## config.mk

```make
export PLATFORM = sky130hd
export DESIGN_NAME = fifo_burst_drain
export DESIGN_NICKNAME = d
export VERILOG_FILES = /design/src/rtl/fifo_burst_pkg.sv /design/src/rtl/fifo_burst_drain_sat_counter.sv /design/src/rtl/fifo_burst_drain.sv
export SDC_FILE = /design/constraint.sdc
export NUM_CORES = 1
export LEC_CHECK = 0
export CAP_MARGIN = 10
export CORE_ASPECT_RATIO = 1.75
export CORE_MARGIN = 2
export CORE_UTILIZATION = 52
export DETAILED_ROUTE_END_ITERATION = 10
export PLACE_DENSITY = 0.91
export SYNTH_ARGS = -nofsm -noshare
export SYNTH_HDL_FRONTEND = slang
export SYNTH_SLANG_ARGS = --single-unit
```

## constraint.sdc

```tcl
create_clock -name clk -period 3.2 [get_ports clk]
set_input_delay 0.48 -clock clk [delete_from_list [all_inputs] [get_ports clk]]
set_output_delay 0.48 -clock clk [all_outputs]
set_load 0.02 [all_outputs]
```

## src/rtl/fifo_burst_pkg.sv

```systemverilog
// Shared types and header packing for the framed FIFO burst drainer.
package fifo_burst_pkg;

  typedef enum logic [1:0] {
    IDLE   = 2'd0,
    HEADER = 2'd1,
    DATA   = 2'd2
  } burst_state_t;

  localparam int HDR_LEN_BITS  = 16;
  // Widest data path the header helper can pack; the top zero-pads seq up to it.
  localparam int HDR_MAX_WIDTH = 256;

  function automatic logic [HDR_MAX_WIDTH-1:0] make_hdr(
    input logic [HDR_MAX_WIDTH-HDR_LEN_BITS-1:0] seq,
    input logic [HDR_LEN_BITS-1:0]               len
  );
    return {seq, len};
  endfunction

endpackage

```

## src/rtl/fifo_burst_drain_sat_counter.sv

```systemverilog
// Saturating up-counter with synchronous clear; clear takes priority over increment.
module sat_counter #(
  parameter int MAX = 1024,
  parameter int W   = $clog2(MAX + 1)
) (
  input  logic         clk,
  input  logic         srst_n,
  input  logic         clear,
  input  logic         inc,
  output logic [W-1:0] count,
  output logic         at_max
);

  localparam logic [W-1:0] MAX_C = W'(MAX);

  always_ff @(posedge clk) begin
    if (!srst_n || clear) begin
      count <= '0;
    end else if (inc && !at_max) begin
      count <= count + W'(1);
    end
  end

  assign at_max = (count == MAX_C);

endmodule

```

## src/rtl/fifo_burst_drain.sv

```systemverilog
// Drains a FWFT fifo in framed bursts (header + up to BURST data words) onto a valid/ready stream.
// state  | meaning
// IDLE   | waiting for BURST words buffered or the partial-flush timer to expire
// HEADER | presenting {seq, len} header beat
// DATA   | forwarding fifo head words until remain reaches zero
module fifo_burst_drain
  import fifo_burst_pkg::*;
#(
  parameter int WIDTH   = 32,
  parameter int DEPTH   = 512,
  parameter int BURST   = 16,
  parameter int TIMEOUT = 1024
) (
  input  logic                     clk,
  input  logic                     srst_n,
  input  logic [WIDTH-1:0]         fifo_dout,
  input  logic                     fifo_empty,
  input  logic [$clog2(DEPTH)-1:0] fifo_data_count,
  output logic                     fifo_rd_en,
  output logic [WIDTH-1:0]         m_data,
  output logic                     m_valid,
  input  logic                     m_ready,
  output logic                     m_last,
  output logic                     m_hdr,
  output logic                     underrun
);

  localparam int CW    = $clog2(DEPTH);
  localparam int TW    = $clog2(TIMEOUT + 1);
  localparam int SEQ_W = WIDTH - HDR_LEN_BITS;
  localparam int PAD   = HDR_MAX_WIDTH - WIDTH;

  localparam logic [CW-1:0]           BURST_C   = CW'(BURST);
  localparam logic [HDR_LEN_BITS-1:0] BURST_LEN = HDR_LEN_BITS'(BURST);
  localparam logic [TW-1:0]           TIMER_MAX = TW'(TIMEOUT);

  burst_state_t            state_q;
  logic [SEQ_W-1:0]        seq_q;
  logic [HDR_LEN_BITS-1:0] len_q;
  logic [HDR_LEN_BITS-1:0] remain_q;
  logic                    underrun_q;

  logic          has_data;
  logic          full_ready;
  logic          timeout_hit;
  logic          start_full;
  logic          start_part;
  logic          timer_clear;
  logic          timer_inc;
  logic          timer_at_max;
  logic [TW-1:0] timer_count;

  logic [PAD-1:0]   hdr_pad_unused;
  logic [WIDTH-1:0] hdr_word;

  assign has_data    = (fifo_data_count != '0);
  assign full_ready  = (fifo_data_count >= BURST_C);
  assign timeout_hit = (timer_count == TIMER_MAX);
  // A full burst wins when the timer expires on the same cycle the count reaches BURST.
  assign start_full  = (state_q == IDLE) && full_ready;
  assign start_part  = (state_q == IDLE) && has_data && !full_ready && timeout_hit;

  assign timer_clear = (state_q != IDLE) || !has_data || start_full || start_part;
  assign timer_inc   = (state_q == IDLE) && has_data && !full_ready && !timer_at_max;

  sat_counter #(
    .MAX (TIMEOUT),
    .W   (TW)
  ) u_idle_timer (
    .clk    (clk),
    .srst_n (srst_n),
    .clear  (timer_clear),
    .inc    (timer_inc),
    .count  (timer_count),
    .at_max (timer_at_max)
  );

  assign {hdr_pad_unused, hdr_word} = make_hdr({{PAD{1'b0}}, seq_q}, len_q);

  always_comb begin
    m_valid    = 1'b0;
    m_hdr      = 1'b0;
    m_last     = 1'b0;
    m_data     = '0;
    fifo_rd_en = 1'b0;
    case (state_q)
      HEADER: begin
        m_valid = 1'b1;
        m_hdr   = 1'b1;
        m_data  = hdr_word;
      end
      DATA: begin
        m_valid    = !fifo_empty;
        m_data     = fifo_dout;
        m_last     = (remain_q == HDR_LEN_BITS'(1));
        fifo_rd_en = !fifo_empty && m_ready;
      end
      default: ;
    endcase
  end

  always_ff @(posedge clk) begin
    if (!srst_n) begin
      state_q    <= IDLE;
      seq_q      <= '0;
      len_q      <= '0;
      remain_q   <= '0;
      underrun_q <= 1'b0;
    end else begin
      case (state_q)
        IDLE: begin
          if (start_full) begin
            len_q   <= BURST_LEN;
            state_q <= HEADER;
          end else if (start_part) begin
            len_q   <= HDR_LEN_BITS'(fifo_data_count);
            state_q <= HEADER;
          end
        end
        HEADER: begin
          if (m_ready) begin
            seq_q    <= seq_q + SEQ_W'(1);
            remain_q <= len_q;
            state_q  <= DATA;
          end
        end
        DATA: begin
          // This block is the only reader, so an empty fifo here is a protocol error.
          if (fifo_empty) underrun_q <= 1'b1;
          if (m_valid && m_ready) begin
            remain_q <= remain_q - HDR_LEN_BITS'(1);
            if (remain_q == HDR_LEN_BITS'(1)) state_q <= IDLE;
          end
        end
        default: state_q <= IDLE;
      endcase
    end
  end

  assign underrun = underrun_q;

endmodule
```

# ---- Word-level counts from Yosys, hierarchy flattened
# Index checks and enable logic that the tools add are counted.
dict set report totals {
  wordCells 61
  in_bits 45
  reg_bits 62
  output_inout_bits 37
}
dict set report classes {
  n_reduce_logical 27
  n_eq_ne 8
  add_sub_neg 3
  magnitude_cmp 1
  muxes 16
}
# op n
set ops {}
lappend ops {{$mux W16} 4}
lappend ops {{$pmux W32 S2} 1}
lappend ops {{$pmux W16 S2} 1}
lappend ops {{$add A16 B1 Y16 const B} 1}
lappend ops {{$eq A16 B1 Y1 const B} 1}
lappend ops {{$sub A16 B1 Y16 const B} 1}
lappend ops {{$add A11 B1 Y11 const B} 1}
lappend ops {{$eq A11 B11 Y1 const B} 1}
lappend ops {{$mux W2} 5}
lappend ops {{$ge A9 B5 Y1 const B} 1}
lappend ops {{$reduce_bool A9 Y1} 1}
lappend ops {{$logic_and A1 B1 Y1} 8}
lappend ops {{$ne A2 B2 Y1 const B} 3}
lappend ops {{$pmux W2 S3} 1}
lappend ops {{$reduce_and A2 Y1} 3}
lappend ops {{$reduce_bool A2 Y1} 3}
lappend ops {{$logic_not A1 Y1} 5}
lappend ops {{$logic_or A1 B1 Y1} 4}
lappend ops {{$reduce_and A4 Y1} 1}
lappend ops {{$mux W1} 3}
lappend ops {{$ne A3 B3 Y1 const B} 1}
lappend ops {{$reduce_and A3 Y1} 1}
lappend ops {{$eq A2 B1 Y1 const B} 1}
lappend ops {{$eq A2 B2 Y1 const B} 1}
lappend ops {{2 further kinds} 2}

# ---- Longest topological paths before layout
# Gate-level depths: netlist of run 1.
dict set report logic_depth {
  depth_word 7
  mapped_depth 9
  depth_no_buf 7
}

# ---- By module
# Synthesis of run 1 repeated with hierarchy kept, for this count alone.
dict set report hier_totals {
  hier_cells 390
  hier_area_um2 3184.3
}
# module seq_area_each_um2 instances cells_each area_each_um2
set by_module_without_submodules {}
lappend by_module_without_submodules {fifo_burst_drain 880.8 1 325 2611.3}
lappend by_module_without_submodules {sat_counter 220.2 1 65 573.0}

# ---- Least setup slack after synthesis of run 1
# OpenSTA, ideal clock, no wires.
dict set report synth_path {
  path_type {flip-flop to output port}
  start {register state_q[1]}
  end {output m_data[0]}
  stages_incl_launch_ff 8
  n_path_buf 3
  setup_slack_ps 902
  t_arrival_ps 1818
  required_time_ps 2720
  path_cell_list {dfxtp_1 > inv_1 > ha_1 > clkbuf_8 > and2_1 > clkbuf_1 > clkbuf_1 > a22o_1}
}
dict set report synth_between {
  elab_chain_cells 2
  elab_cells_between_ends 3
  classes_between {eq/ne: 2; mux: 1}
}
# item line
set synth_rtl {}
lappend synth_rtl {{start, declared} fifo_burst_drain.sv:37} ;# burst_state_t state_q;
lappend synth_rtl {{start signal, assigned} fifo_burst_drain.sv:104} ;# state_q <= IDLE;
lappend synth_rtl {{start signal, assigned} fifo_burst_drain.sv:114} ;# state_q <= HEADER;
lappend synth_rtl {{start signal, assigned} fifo_burst_drain.sv:117} ;# state_q <= HEADER;
lappend synth_rtl {{$eq A2 B2 Y1 or $eq A2 B1 Y1 (tied branches)} fifo_burst_drain.sv:86} ;# case (state_q)
lappend synth_rtl {{$pmux W32 S2 *} fifo_burst_drain.sv:86}
lappend synth_rtl {{end, declared} fifo_burst_drain.sv:20} ;# output logic [WIDTH-1:0] m_data,
# Mark *: on every way between the ends. The rest lies on a longest branch, timed or not.

# ---- Worst setup path after layout of run 1
dict set report layout_path {
  start {register state_q[0]}
  end {output m_data[1]}
}
# The elaborated chain is that of the path after synthesis.

==> results of run 1 <==
-- stage by stage --
step | power (mW) | instance area, um2 | setup WS (ps) | instances
after floorplan | 1.456 | 3049 | 902.1 | 351
after global placement | 1.720 | 3929 | 580.7 | 497
after detailed placement | 1.755 | 3929 | 467.9 | 497
after CTS | 2.172 | 4026 | 68.82 | 505
after global routing | 2.287 | 4029 | 51.63 | 505
final | 2.175 | 4029 | 121.9 | 505
-- repair_timing --
item | 4_1_cts | 5_1_grt
endpoints found under the setup margin | 0 | 15
hold buffers | 0 | 0
resized for setup | 0 | 1
-- placed cells by master, fill, tap and decap left out, types with 2 or more instances in the layout --
cell type	n
a21boi_0	6
a21boi_1	3
a21oi_1	9
a22o_1	27
a22oi_1	2
and2_1	21
and3_1	17
buf_4	8
clkbuf_8	5
clkdlybuf4s50_1	81
clkinv_4	2
dfxtp_1	55
ha_1	9
inv_1	14
mux2i_1	2
nand2_1	20
nand2b_1	2
nand3_1	11
nand4_1	7
nor2_1	28
nor2b_1	5
nor3_1	6
nor3_2	3
nor4_1	5
o21a_1	6
o21ai_0	8
o21ai_1	3
o221ai_1	2
or3_1	7
or4_1	3
xnor2_1	22
xor2_1	7
-- kinds of logic (layout without fill, tap and decap cells) --
kind of cell	Yosys count	count (layout)	share of synthesized area, %
simple gates	145	145	27.00
compound gates	77	77	19.24
flops	55	55	36.11
buf+inv	33	111	4.555
xor+xnor	29	29	8.330
fa+ha+maj	10	10	4.103
mux	2	2	0.6566
-- registers in the layout, summed over array words and instances, names as in the netlist --
register            flops
state_q                 2
underrun                1
seq_q                  16
len_q                   9
remain_q               16
u_idle_timer.count     11
-- metal layers --
metal	share of wire, %	vias up	wire length [um]	track usage [%]
met3	4.4	23	355	4.908
li1	-	1399	-	-
met1	38	1376	3026	28.06
met2	55	102	4447	45.94
met5	0	-	0	0
met4	2.9	0	233	11.09
-- critical path, stage by stage (launching register included) --
cell and delay, ps:
dfxtp_1 420, inv_1 110, ha_2 460, and2_1 190
buf_4 270, a22o_1 200, clkdlybuf4s50_1 630
-- Yosys cell counts (all sizes together), types with 6 or more instances --
cell     n
a22o    27
clkbuf  13
nand2   20
and3    17
dfxtp   55
o21a     6
nand3   11
buf      6
nor3     9
a21oi    9
a21boi   9
or3      7
nor2    28
o21ai   11
nand4    7
xor2     7
inv     14
xnor2   22
and2    21
ha      10
nor4     7
-- cell type report --
type / instances / area, um2 / area share [%]
multi-input combinational: 263 / 1812 / 44.97
timing repair buffer: 89 / 870.8 / 21.61
clock buffer: 5 / 68.82 / 1.708
sequential: 55 / 1101 / 27.33
inverter: 14 / 52.55 / 1.304
clock inverter: 3 / 28.78 / 0.7143
tap: 76 / 95.09 / 2.360
-- power groups by stage --
stage	combinational (mW)	sequential, mW	clock [mW]
4_1_cts	0.933	0.818	0.421
2_1_floorplan	0.640	0.816	0
6_report	0.942	0.822	0.412
3_5_place_dp	0.922	0.833	0
5_1_grt	1.02	0.827	0.444
3_3_place_gp	0.890	0.830	0
-- worst min path at each step --
stage,startpoint,to,cells after the start,slack (ps)
6_report,len_q[5],len_q[5],1,490
5_1_grt,u_idle_timer.count[0],u_idle_timer.count[0],1,510
4_1_cts,state_q[1],state_q[1],2,490
3_5_place_dp,len_q[5],len_q[5],1,460
3_3_place_gp,u_idle_timer.count[0],u_idle_timer.count[0],1,460
2_1_floorplan,u_idle_timer.count[0],u_idle_timer.count[0],1,440
==> impl_metrics.tcl, run 1 <==
set metrics [dict create \
    die_h_um 105.3 \
    antenna_found_initial 0 \
    cts-root-buf "clkbuf_8" \
    crit_type "reg2out" \
    htree_levels 2 \
    vias 2900 \
    max_freq_mhz 324.9 \
    grt_pass1_vias 2893 \
    fillers 431 \
    report.final.slew_viol_count 0 \
    synth_area_leader_cell "dfxtp_1" \
    cp-endpoint "m_data[1]" \
    hold_class "reg2reg" \
    yosysWarnings 0 \
    drt-total-wl_mm 8.062 \
    core.rowCount 36 \
    start_kind "flip-flop" \
    cts_sinks 55 \
    overflow 0 \
    cp_max_fo 23 \
    clkLatencyLatePin_ps 320 \
    fin_skew_ps 14.65 \
    cts_buffer_depth 2 \
    final_util_pct 71.56 \
    worst_ep_required_time_ps 2720 \
    synth_cell_types 53 \
    r2r_start "state_q[0]" \
    combPwrFrac_pct 43.3 \
    syn_avg_cell_area_um2 8.687 \
    dp_hpwl_mm 6.110 \
    dr.pass1.iters 4 \
    grt_pass1_wl_mm 13.17 \
    diodes 0 \
    drv_cap 0 \
    power-per-cell-area_nw_per_um2 539.9 \
    arrival_ps 2600 \
    worstMarginPinSlew_ps 745.5 \
    reg2reg_to "remain_q[5]" \
    reg2regPathDepth 8 \
    die_w_um 61.89 \
    clkPwrFrac_pct 18.9 \
    synth_edf_count 0 \
    final_hold_viol_count 0 \
    setup_tns_ps 0 \
    netlist_area_um2 3049 \
    viasPerCell 5.743 \
    setup_violations 0 \
    peakVddDrop_mv 0.3383 \
    hold-worst-slack_ps 490.2 \
    start_util_pct 54.16 \
    relSlewSlack_pct 49.92 \
    async_flop_share_pct 0 \
    routedWlPerCell_um 15.96 \
    postRouteAntennaNets 0 \
    cts_tree "yes" \
    portBuffers 81 \
    crit_path_start "state_q[0]" \
    syn_to_final_growth_pct 32.13 \
    reg2reg_setup_slack_ps 650 \
    min_period_ps 3078 \
    dieArea_um2 6516 \
    drtIter0Drc 168 \
    gp_congestion 0.9303 \
    fin_nets 483 \
    cts-buffers-inserted 5 \
    grt_max_degree 25 \
    cts_setup_buffers 0 \
    synth_area_leaders "dfxtp_1 (36%), a22o_1 (7.8%), xnor2_1 (6.3%)" \
    critPathCaptureType "output pin" \
    yosysSeqAreaShare_pct 36.11 \
    switching_share_pct 39.32 \
    syn_nets 406 \
    grt_setup_unrepaired "false" \
    synth_top_area_share_pct 36.11 \
    fin_crit_sh_pct 96.19 \
    power_frac_seq_pct 37.8 \
    status "completed" \
    core_area_um2 5630 \
    grtUsageTotal_pct 25.87 \
    drc_errors 0 \
    p_leak_nw 1.523 \
    power_switching_uw 855.3 \
    clkTransAtPathRegs_ps 100 \
    drive_gt1_share_pct 6.993 \
    synthFlopType "dfxtp_1" \
    ios 82 \
    synth_seq_cells 55 \
    p_int_mw 1.320 \
    syn_inst 351 \
]
(Power assumes the default switching activity.)
==> inputs of run 2 (changes only) <==
- PLACE_DENSITY: 0.91 -> 0.95
==> impl_metrics.tcl, run 2 (synthesized netlist as in run 1, its figures left out) <==
set metrics [dict create \
    status "completed" \
    start_kind "flip-flop" \
    hold_class "reg2reg" \
    dp_slack_ps 505.0 \
    cpPeakStageDelay_ps 600 \
    grt_max_degree 25 \
    grtUsageTotal_pct 25.92 \
    htree_levels 2 \
    overflow 0 \
    drive_gt1_share_pct 6.776 \
    post-route-cell-area_um2 4041 \
    min_period_ps 2994 \
    drt-total-wl_mm 8.002 \
    layout_setup_ws_ps 206.2 \
    antenna_found_initial 0 \
    mostFrequentLayoutCell "clkdlybuf4s50_1" \
    gp_congestion 0.8546 \
    worst_ep_required_time_ps 2720 \
    core_area_um2 5630 \
    report.final.slew_viol_count 0 \
    fin_skew_ps 7.827 \
    cts-root-buf "clkbuf_8" \
    finalPower_mw 2.232 \
    grt_pass1_vias 2906 \
    clkLatencyLatePin_ps 310 \
    start_util_pct 54.16 \
    fin_nets 482 \
    final_hold_viol_count 0 \
    worstMarginPinSlew_ps 803.9 \
    cts_setup_buffers 0 \
    clkTransAtPathRegs_ps 90 \
    crit_chain "inv_1 -> ha_2 -> and2_1 -> buf_4 -> a22o_1 -> clkdlybuf4s50_1" \
    postRouteAntennaNets 0 \
    arrival_ps 2510 \
    worst_hold_startpoint "u_idle_timer.count[0]" \
    hold-path-cell-count 1 \
    die_h_um 105.3 \
    drtIter0Drc 124 \
    relSlewSlack_pct 46.35 \
    largest_registers "remain_q x16, seq_q x16, u_idle_timer.count x11" \
    cts_buffer_depth 2 \
    cts-buffers-inserted 5 \
    routedWlPerCell_um 15.88 \
    die_w_um 61.89 \
    setup_violations 0 \
    core.rowCount 36 \
    viasPerCell 5.827 \
    portBuffers 81 \
    critPathCaptureType "output pin" \
    dr.pass1.iters 4 \
    p_leak_nw 1.530 \
    diodes 0 \
    max_freq_mhz 334.0 \
    crit_type "reg2out" \
    drc_errors 0 \
    ios 82 \
    drv_cap 0 \
    cts_sinks 55 \
    crit_slowest_cell "clkdlybuf4s50_1" \
    dieArea_um2 6516 \
    peakVddDrop_mv 0.3317 \
    r2r_start "state_q[0]" \
    fin_crit_sh_pct 93.56 \
    dp_hpwl_mm 6.046 \
    grt_setup_unrepaired "false" \
    vias 2937 \
    setup_tns_ps 0 \
    cts_tree "yes" \
    syn_to_final_growth_pct 32.54 \
    cp_max_fo 23 \
    reg2regPathDepth 8 \
    final_cell_mix "clkdlybuf4s50_1 (81), dfxtp_1 (55), nor2_1 (28), a22o_1 (27), xnor2_1 (22)" \
    grt_pass1_wl_mm 13.20 \
    crit_path_start "state_q[0]" \
    place_area_um2 3921 \
    power-per-cell-area_nw_per_um2 552.2 \
]
==> run 2: final timing paths <==
path / to / slack [ps]
setup / recovery: m_data[7] / 210
hold / removal: u_idle_timer.count[0] / 480
setup reg to reg: remain_q[8] / 770
hold reg to reg: u_idle_timer.count[0] / 480
==> run 2: critical path: cells and delay by family, from the launching register on <==
family	cells	cell delay, ps
AO/OA/AOI/OAI	1	190
adder cells (fa/ha/maj)	1	460
buffers and inverters	3	960
flip-flops	1	400
AND/OR/NAND/NOR	1	180
==> run 2: repair_timing <==
action	in CTS	in global routing
setup endpoints to repair	0	7
hold buffers	0	0
resized for setup	0	1
==> run 2: report_power, final <==
part	switching, mW	internal (mW)	total (mW)
clock	0.227	0.254	0.480
combinational	0.530	0.402	0.932
sequential	0.0724	0.747	0.820
==> run 2: area by class of cell <==
class | instances | area, um2
Timing Repair Buffer | 88 | 863.3
Fill cell | 428 | 1589
Clock inverter | 2 | 35.03
Clock buffer | 6 | 82.58
Inverter | 14 | 52.55
Multi-Input combinational cell | 263 | 1812
Tap cell | 76 | 95.09
Sequential cell | 55 | 1101
==> run 2: per-stage QoR <==
step | util [%] | std cells | hold slack [ps]
2_1_floorplan | - | 351 | 441.1
3_3_place_gp | 69.64 | 496 | 457.7
3_5_place_dp | 69.64 | 496 | 467.9
4_1_cts | 71.73 | 504 | 493.4
5_1_grt | 71.78 | 504 | 520.1
6_report | 71.78 | 504 | 485.0
==> run 2: per-layer routing <==
metal / vias to the layer above / track usage (%) / part of all wire (%)
li1: 1399 / - / -
met1: 1423 / 27.75 / 37
met2: 100 / 48.50 / 57
met3: 15 / 3.926 / 4.3
met4: 0 / 8.055 / 1.9
met5: - / 0 / 0
==> inputs of run 3 (changes only) <==
- CTS_BUF_LIST: default -> sky130_fd_sc_hd__clkbuf_16
==> impl_metrics.tcl, run 3 (synthesized netlist as in run 1, its figures left out) <==
set metrics [dict create \
    start_util_pct 54.16 \
    hold-worst-slack_ps 481.4 \
    grt_max_degree 25 \
    crit_path_start "state_q[0]" \
    arrival_ps 2530 \
    grtUsageTotal_pct 26.44 \
    drc_errors 0 \
    postRouteAntennaNets 0 \
    cts_setup_buffers 0 \
    overflow 0 \
    dp_hpwl_mm 6.046 \
    grt_pass1_vias 3023 \
    drv_cap 0 \
    fin_nets 482 \
    diodes 0 \
    relSlewSlack_pct 46.93 \
    drt-total-wl_mm 8.184 \
    worst_hold_startpoint "u_idle_timer.count[0]" \
    routedWlPerCell_um 16.24 \
    drtIter0Drc 147 \
    clkTransAtPathRegs_ps 70 \
    core_area_um2 5630 \
    grt_setup_unrepaired "false" \
    final_cell_mix "clkdlybuf4s50_1 (81), dfxtp_1 (55), nor2_1 (28), a22o_1 (27), xnor2_1 (22)" \
    power-per-cell-area_nw_per_um2 576.1 \
    hold_class "reg2reg" \
    switching_share_pct 35.86 \
    cp_max_fo 23 \
    final_hold_viol_count 0 \
    power_frac_seq_pct 34.8 \
    cts-buffers-inserted 5 \
    portBuffers 81 \
    vias 2967 \
    peakVddDrop_mv 0.3390 \
    post-route-cell-area_um2 4085 \
    largest_registers "remain_q x16, seq_q x16, u_idle_timer.count x11" \
    fin_crit_sh_pct 93.91 \
    fin_skew_ps 1.791 \
    ios 82 \
    r2r_start "state_q[0]" \
    reg2reg_setup_slack_ps 690 \
    min_period_ps 3005 \
    cts-root-buf "clkbuf_16" \
    cts_sinks 55 \
    viasPerCell 5.887 \
    dp_slack_ps 505.0 \
    ctsHoldBuffers 0 \
    p_int_mw 1.510 \
    power_switching_uw 844.0 \
    core.rowCount 36 \
    gp_congestion 0.8546 \
    worst_ep_required_time_ps 2720 \
    syn_to_final_growth_pct 33.98 \
    die_h_um 105.3 \
    cts_buffer_depth 2 \
    drive_gt1_share_pct 6.308 \
    layout_setup_ws_ps 195.0 \
    die_w_um 61.89 \
    clkPwrFrac_pct 26.0 \
    report.final.slew_viol_count 0 \
    antenna_found_initial 0 \
    mostFrequentLayoutCell "clkdlybuf4s50_1" \
    start_kind "flip-flop" \
    place_area_um2 3921 \
    critPathCaptureType "output pin" \
    worstMarginPinSlew_ps 795.2 \
    combPwrFrac_pct 39.2 \
    dr.pass1.iters 5 \
    max_freq_mhz 332.8 \
    grt_pass1_wl_mm 13.34 \
    status "completed" \
    dieArea_um2 6516 \
    htree_levels 2 \
    setup_tns_ps 0 \
    cts_tree "yes" \
    crit_type "reg2out" \
    ctsResizeCount 0 \
    clkLatencyLatePin_ps 290 \
    setup_violations 0 \
    p_leak_nw 1.551 \
]
-- run 3: changes by cell type in the layout (fill, tap and decap cells not counted) --
cell and delta:
clkbuf_8 -6, clkbuf_16 +5, clkinv_1 +1, ha_1 +1, ha_2 -1
-- run 3: final cells by class --
cell class | instances | area, um2
Clock inverter | 3 | 38.79
Clock buffer | 5 | 125.1
Sequential cell | 55 | 1101
Timing Repair Buffer | 88 | 863.3
Multi-Input combinational cell | 263 | 1809
Inverter | 14 | 52.55
Fill cell | 414 | 1545
Tap cell | 76 | 95.09
-- run 3: critical path: stages, from the launching register on --
cell	delay, ps
dfxtp_1	390
inv_1	100
ha_1	490
and2_1	180
buf_4	260
a22o_1	190
clkdlybuf4s50_1	610
-- run 3: path summary, 6_finish.rpt --
kind,cells after the start,end
min reg2reg,1,u_idle_timer.count[0]
max reg2reg,8,remain_q[8]
min,1,u_idle_timer.count[0]
max,6,m_data[0]
-- run 3: routing by layer --
metal | GRT usage, % | up-vias | share of wire, %
met5 | 0 | - | 0
met4 | 12.31 | 0 | 3.7
met3 | 5.153 | 35 | 5.3
met2 | 47.89 | 130 | 56
met1 | 27.11 | 1400 | 35
li1 | - | 1402 | -
-- run 3: power by group through the flow --
stage	logic, mW	clock network (mW)	registers [mW]
after floorplan	0.640	0	0.816
after global placement	0.881	0	0.828
after detailed placement	0.909	0	0.833
after CTS	0.917	0.612	0.818
after global routing	0.997	0.648	0.827
final	0.923	0.611	0.819
-- run 3: through the flow --
| stage | total power, mW | cells | util (%) |
|---|---|---|---|
| final | 2.354 | 504 | 72.56 |
| after global routing | 2.472 | 504 | 72.56 |
| after CTS | 2.347 | 504 | 72.56 |
| after detailed placement | 1.742 | 496 | 69.64 |
| after global placement | 1.708 | 496 | 69.64 |
| after floorplan | 1.456 | 351 | - |
